File: src/rtl/set_fifo_stream.sv
`default_nettype none
// ============================================================================
// Module   : set_fifo_stream
// Brief    : Settable value buffer. Pushed values are held in a small FIFO
//            and presented in order on a valid/ready stream. Sticky mode
//            re-streams the last held value indefinitely. The block also
//            provides an occupancy count, a sticky overflow flag and a
//            synchronous flush.
// Revision : 1.0 - initial release
// ============================================================================
module set_fifo_stream #(
    parameter int              WIDTH       = 32,
    parameter int              DEPTH       = 4,
    parameter logic [WIDTH-1:0] RESET_VALUE = '0
) (
    input  logic                           clk,
    input  logic                           rst,
    input  logic                           new_en,
    input  logic [WIDTH-1:0]               new_value,
    input  logic                           sticky,
    input  logic                           clear,
    output logic                           output__valid,
    output logic [WIDTH-1:0]               output__payload,
    input  logic                           output__ready,
    output logic [$clog2(DEPTH+1)-1:0]     count,
    output logic                           overflow
);

    localparam int                  c_PTR_W  = $clog2(DEPTH);
    localparam int                  c_CNT_W  = $clog2(DEPTH + 1);
    localparam logic [c_CNT_W-1:0]  c_FULL   = c_CNT_W'(DEPTH);
    localparam logic [c_CNT_W-1:0]  c_CNT_1  = c_CNT_W'(1);
    localparam logic [c_PTR_W-1:0]  c_PTR_1  = c_PTR_W'(1);

    logic [WIDTH-1:0]   r_mem [DEPTH];
    logic [c_PTR_W-1:0] r_rd_ptr;
    logic [c_PTR_W-1:0] r_wr_ptr;
    logic [c_CNT_W-1:0] r_count;
    logic               r_overflow;

    logic               w_empty;
    logic               w_full;
    logic               w_pop;
    logic               w_consume;
    logic               w_push;
    logic               w_drop;
    logic [c_CNT_W-1:0] w_count_nxt;
    logic [c_PTR_W-1:0] w_prev_ptr;

    assign w_empty = (r_count == '0);
    assign w_full  = (r_count == c_FULL);

    // A handshake on the last entry in sticky mode leaves the entry in place.
    assign w_pop     = !w_empty && output__ready;
    assign w_consume = w_pop && !(sticky && (r_count == c_CNT_1));

    // A consuming pop frees a slot in the same cycle, so a full buffer can
    // still accept a push while it is draining.
    assign w_push = new_en && (!w_full || w_consume);
    assign w_drop = new_en && w_full && !w_consume;

    // When empty, rd_ptr == wr_ptr points at a stale slot. The slot just
    // behind rd_ptr holds the value most recently consumed (RESET_VALUE
    // after reset/clear), and that is what an idle output shows.
    assign w_prev_ptr = r_rd_ptr - c_PTR_1;

    assign output__valid   = !w_empty;
    assign output__payload = w_empty ? r_mem[w_prev_ptr] : r_mem[r_rd_ptr];
    assign count           = r_count;
    assign overflow        = r_overflow;

    // Occupancy next-state: push and consuming pop cancel each other.
    always_comb begin
        w_count_nxt = r_count;
        if (w_push && !w_consume) begin
            w_count_nxt = r_count + c_CNT_1;
        end else if (!w_push && w_consume) begin
            w_count_nxt = r_count - c_CNT_1;
        end
    end

    // Pointers, occupancy and overflow flag; reset and clear share one end state.
    always_ff @(posedge clk) begin
        if (!rst || clear) begin
            r_rd_ptr   <= '0;
            r_wr_ptr   <= '0;
            r_count    <= '0;
            r_overflow <= 1'b0;
        end else begin
            if (w_consume) begin
                r_rd_ptr <= r_rd_ptr + c_PTR_1;
            end
            if (w_push) begin
                r_wr_ptr <= r_wr_ptr + c_PTR_1;
            end
            r_count <= w_count_nxt;
            if (w_drop) begin
                r_overflow <= 1'b1;
            end
        end
    end

    // Entry storage: flushed to RESET_VALUE, otherwise written at wr_ptr.
    always_ff @(posedge clk) begin
        if (!rst || clear) begin
            for (int i = 0; i < DEPTH; i++) begin
                r_mem[i] <= RESET_VALUE;
            end
        end else if (w_push) begin
            r_mem[r_wr_ptr] <= new_value;
        end
    end

endmodule
`default_nettype wire

File: config.mk
export PLATFORM = sky130hd
export DESIGN_NAME = set_fifo_stream
export DESIGN_NICKNAME = d
export VERILOG_FILES = /design/src/rtl/set_fifo_stream.sv
export SDC_FILE = /design/constraint.sdc
export NUM_CORES = 1
export LEC_CHECK = 0
export ABC_AREA = 1
export CELL_PAD_IN_SITES_DETAIL_PLACEMENT = 1
export CELL_PAD_IN_SITES_GLOBAL_PLACEMENT = 1
export CORE_ASPECT_RATIO = 0.5
export CORE_MARGIN = 4
export CORE_UTILIZATION = 43
export DETAILED_ROUTE_END_ITERATION = 6
export GPL_TIMING_DRIVEN = 0
export HOLD_SLACK_MARGIN = 0.06
export PLACE_DENSITY_LB_ADDON = 0.1
export SLEW_MARGIN = 20
export SYNTH_ARGS = -nofsm -noshare
export SYNTH_HDL_FRONTEND = slang
export SYNTH_SLANG_ARGS = --single-unit
File: constraint.sdc
create_clock -name clk -period 4.2 [get_ports clk]
set_clock_uncertainty 0.05 [all_clocks]
set_input_delay 0.63 -clock clk [delete_from_list [all_inputs] [get_ports clk]]
set_output_delay 0.63 -clock clk [all_outputs]
set_load 0.03 [all_outputs]
==> impl_metrics.csv <==
group,metric,value,unit
status,outcome,"completed",
logic_synthesis,syn_area,8530,um2
logic_synthesis,synth_adder_area_share,0.733,%
global_routing,antenna_found_initial,0,
timing,finalWorstPathRequiredPeriod,3.53,ns
critical_path,cp_common_cell,"nor2_1",
floorplanning,io_pins,75,
logic_synthesis,yosysUniqueCellTypes,28,
detailed_routing,wl_per_cell,19.9,um
timing,slew_headroom,44.3,%
critical_path,endpoint,"output__payload[11]",
detailed_routing,ant_nets,0,
detailed_routing,drt-initial-drc-count,622,
critical_path,crit_buf_inv,4,
clock_tree,ctsResizeCount,0,
critical_path,crit_chain,"inv_1 > ha_1 > nand2_2 > inv_2 > buf_2 > nor2_1 > nor2_1 > clkdlybuf4s50_1",
logic_synthesis,synth_top_family_by_area,"simple AND/OR/NAND/NOR gates",
clock_tree,clk_path_buf_depth,2,
critical_path,reg2reg_from,"count[1]$_SDFFE_PP0P_",
floorplanning,die_h,108,um
clock_tree,cts.sinks,138,
clock_tree,cts_setup_buffers,0,
global_routing,grt_overflow,0,
global_routing,grt_pass1_wl,46300,um
detailed_routing,routed_wl,30300,um
placed_design,gp_congestion,0.873,
pwr,pwr_density_cell,390,nW/um2
clock_tree,cts_buffers,17,
global_routing,grt_max_degree,18,
critical_path,worst_r2r_endpoint,"r_mem[3][4]$_DFFE_PP_",
logic_synthesis,synthMuxAreaShare,0,%
critical_path,end_kind,"output port",
global_routing,grt_usage,27.6,%
critical_path,cp-start-kind,"register",
timing,setup_violations,0,
placed_design,placed_cell_area,9840,um2
timing,finalHoldViolations,0,
finish,antenna_cells,0,
floorplanning,rows,36,
clock_tree,cts_hold_buf,0,
global_routing,grt_pass1_vias,8308,
logic_synthesis,syn_inst,1145,
finish,synthToLayoutAreaGrowth,21.1,%
clock_tree,cts_tree,"yes",
min_path,hold_path.class,"reg -> reg",
finish,layout_common_cells,"nand2_1 (295), nor2_1 (206), inv_1 (199)",
floorplanning,start_util,43.8,%
logic_synthesis,synth-seq-cells,138,
finish,drive_gt1_share,9.62,%
finish,fill_cells,2477,
logic_synthesis,synthSimpleGateAreaFrac,37.0,%
critical_path,cp.required,3.52,ns
placed_design,portBuffers,74,
logic_synthesis,synthXorXnorAreaFrac,0.103,%
floorplanning,core,19500,um2
logic_synthesis,synthDominantCellAreaShare,45.1,%
logic_synthesis,synth_edf_count,128,
logic_synthesis,synth_warnings,0,
timing,tns,0,ns
placed_design,dp_hpwl,21100,um
clock_tree,clk_latency,0.43,ns
finish,layout_commonest_cell,"nand2_1",
critical_path,cp.depth,8,
critical_path,reg2reg_slack,1.69,ns
floorplanning,die_w,207,um
critical_path,path_max_fanout,10,
detailed_routing,via_per_inst,5.22,
logic_synthesis,synth-seq-area-share,47.4,%
finish,nNetsFinal,1288,
critical_path,crit_type,"reg -> out",
logic_synthesis,synthTopCellsByArea,"edfxtp_1 (45%), nand2_1 (13%), nor2_1 (9.1%), inv_1 (8.8%), nand3_1 (8.1%)",
logic_synthesis,syn_area_per_cell,7.45,um2
critical_path,startpoint,"count[1]$_SDFFE_PP0P_",
finish,multi_input_area,3380,um2
logic_synthesis,synth_area_leader_cell,"edfxtp_1",
critical_path,cp_slowest_cell,"clkdlybuf4s50_1",
timing,tightestPinTransition,0.836,ns
logic_synthesis,syn_nets,1188,
critical_path,arrival,2.85,ns
detailed_routing,vias,7954,
finish,fin_area,10300,um2
logic_synthesis,synth_compound_area_share,1.25,%
run,cap_violations,0,
critical_path,reg2reg_depth,7,
pwr,p_leak,4.60,nW
timing,slew_viol_final,0,
clock_tree,root_buffer,"clkbuf_16",
timing,timing.final.crit_share,84.0,%
clock_tree,cts_max_level,4,
floorplanning,dieArea,22300,um2
timing,rsz0062_at_grt,"false",
detailed_routing,drc,0,
detailed_routing,first_pass_iters,7,
finish,area.sequential,4040,um2
logic_synthesis,synthArstFlopShare,0,%
pwr,peakVddDrop,0.299,mV
logic_synthesis,synth_flop_cell,"edfxtp_1",
critical_path,cp_slowest_stage_delay,0.71,ns
clock_tree,clkTransAtPathRegs,0.06,ns
timing,timing.fmax,0.283,GHz
critical_path,cpLargestDelayFamily,"buffers and inverters",
[cells in the mapped netlist (2+ instances only)]
cell / n
nand2_1: 295
inv_1: 199
dfxtp_1: 10
ha_1: 5
nor3_1: 32
nor2_1: 207
inv_2: 3
o21ai_0: 15
edfxtp_1: 128
buf_6: 9
buf_2: 28
clkbuf_1: 22
nand2_2: 2
buf_4: 8
nor2_4: 31
nand3_1: 138
a21oi_1: 2
[worst reg2reg max path, cell delays in order, from the launching register on]
cell,delay [ns]
dfxtp_1,0.33
inv_1,0.12
ha_1,0.27
nand3_2,0.19
nand4_2,0.25
inv_1,0.11
nor2_4,0.60
buf_16,0.26
[layer usage]
| metal | up-vias | routed length (um) | track usage, % |
|---|---|---|---|
| li1 | 3724 | - | - |
| met1 | 3912 | 12900 | 36.5 |
| met2 | 281 | 14600 | 47.4 |
| met3 | 37 | 2370 | 5.59 |
| met4 | 0 | 364 | 5.85 |
| met5 | - | 0 | 0 |
[flip-flops by register name (all words and copies together), names as in the netlist, named ones only]
register  count
r_wr_ptr      2
r_rd_ptr      2
count         3
overflow      1
r_mem       128
[metrics by stage]
step / hold slack [ns] / setup slack, ns / util, % / power (W) / std cells
global placement: 0.405 / -2.56 / 49.4 / 0.00267 / 1485
CTS: 0.436 / 0.679 / 53.1 / 0.00403 / 1524
finish: 0.430 / 0.671 / 53.1 / 0.00403 / 1524
detailed placement: 0.410 / 1.16 / 50.6 / 0.00272 / 1492
floorplan: 0.389 / 0.136 / - / 0.00228 / 1145
global route: 0.459 / 0.540 / 53.1 / 0.00418 / 1524
[where the power goes]
group / total, W / switching [W] / internal [W]
clock: 0.00133 / 0.000592 / 0.000733
combinational: 0.00108 / 0.000701 / 0.000380
sequential: 0.00162 / 0.0000358 / 0.00159
total: 0.00403 / 0.00133 / 0.00270
[cell type report]
class                           count  share of cell area, %
Inverter                          203                   7.40
Sequential cell                   138                   39.1
Clock buffer                       19                   4.19
Tap cell                          266                   3.22
Multi-Input combinational cell    737                   32.7
Timing Repair Buffer               81                   9.03
Clock inverter                     13                  0.593
Buffer                             67                   3.72
[worst min path at each step]
stage | startpoint | slack (ns) | depth (start not counted) | to
global route | overflow$_SDFFE_PP0P_ | 0.46 | 1 | overflow$_SDFFE_PP0P_
CTS | overflow$_SDFFE_PP0P_ | 0.44 | 1 | overflow$_SDFFE_PP0P_
floorplan | r_wr_ptr[0]$_SDFFE_PP0N_ | 0.39 | 2 | r_wr_ptr[0]$_SDFFE_PP0N_
detailed placement | overflow$_SDFFE_PP0P_ | 0.41 | 1 | overflow$_SDFFE_PP0P_
finish | overflow$_SDFFE_PP0P_ | 0.43 | 1 | overflow$_SDFFE_PP0P_
global placement | overflow$_SDFFE_PP0P_ | 0.41 | 1 | overflow$_SDFFE_PP0P_
[kinds of logic (layout without fill, tap and decap cells)]
logic type,after synthesis,in the layout
adder cells (fa/ha/maj),5,5
AND/OR/NAND/NOR,711,711
XOR/XNOR,1,1
flip-flops,138,138
buffers and inverters,270,383
AO/OA/AOI/OAI,20,20
Power figures use the tool's default switching activity.
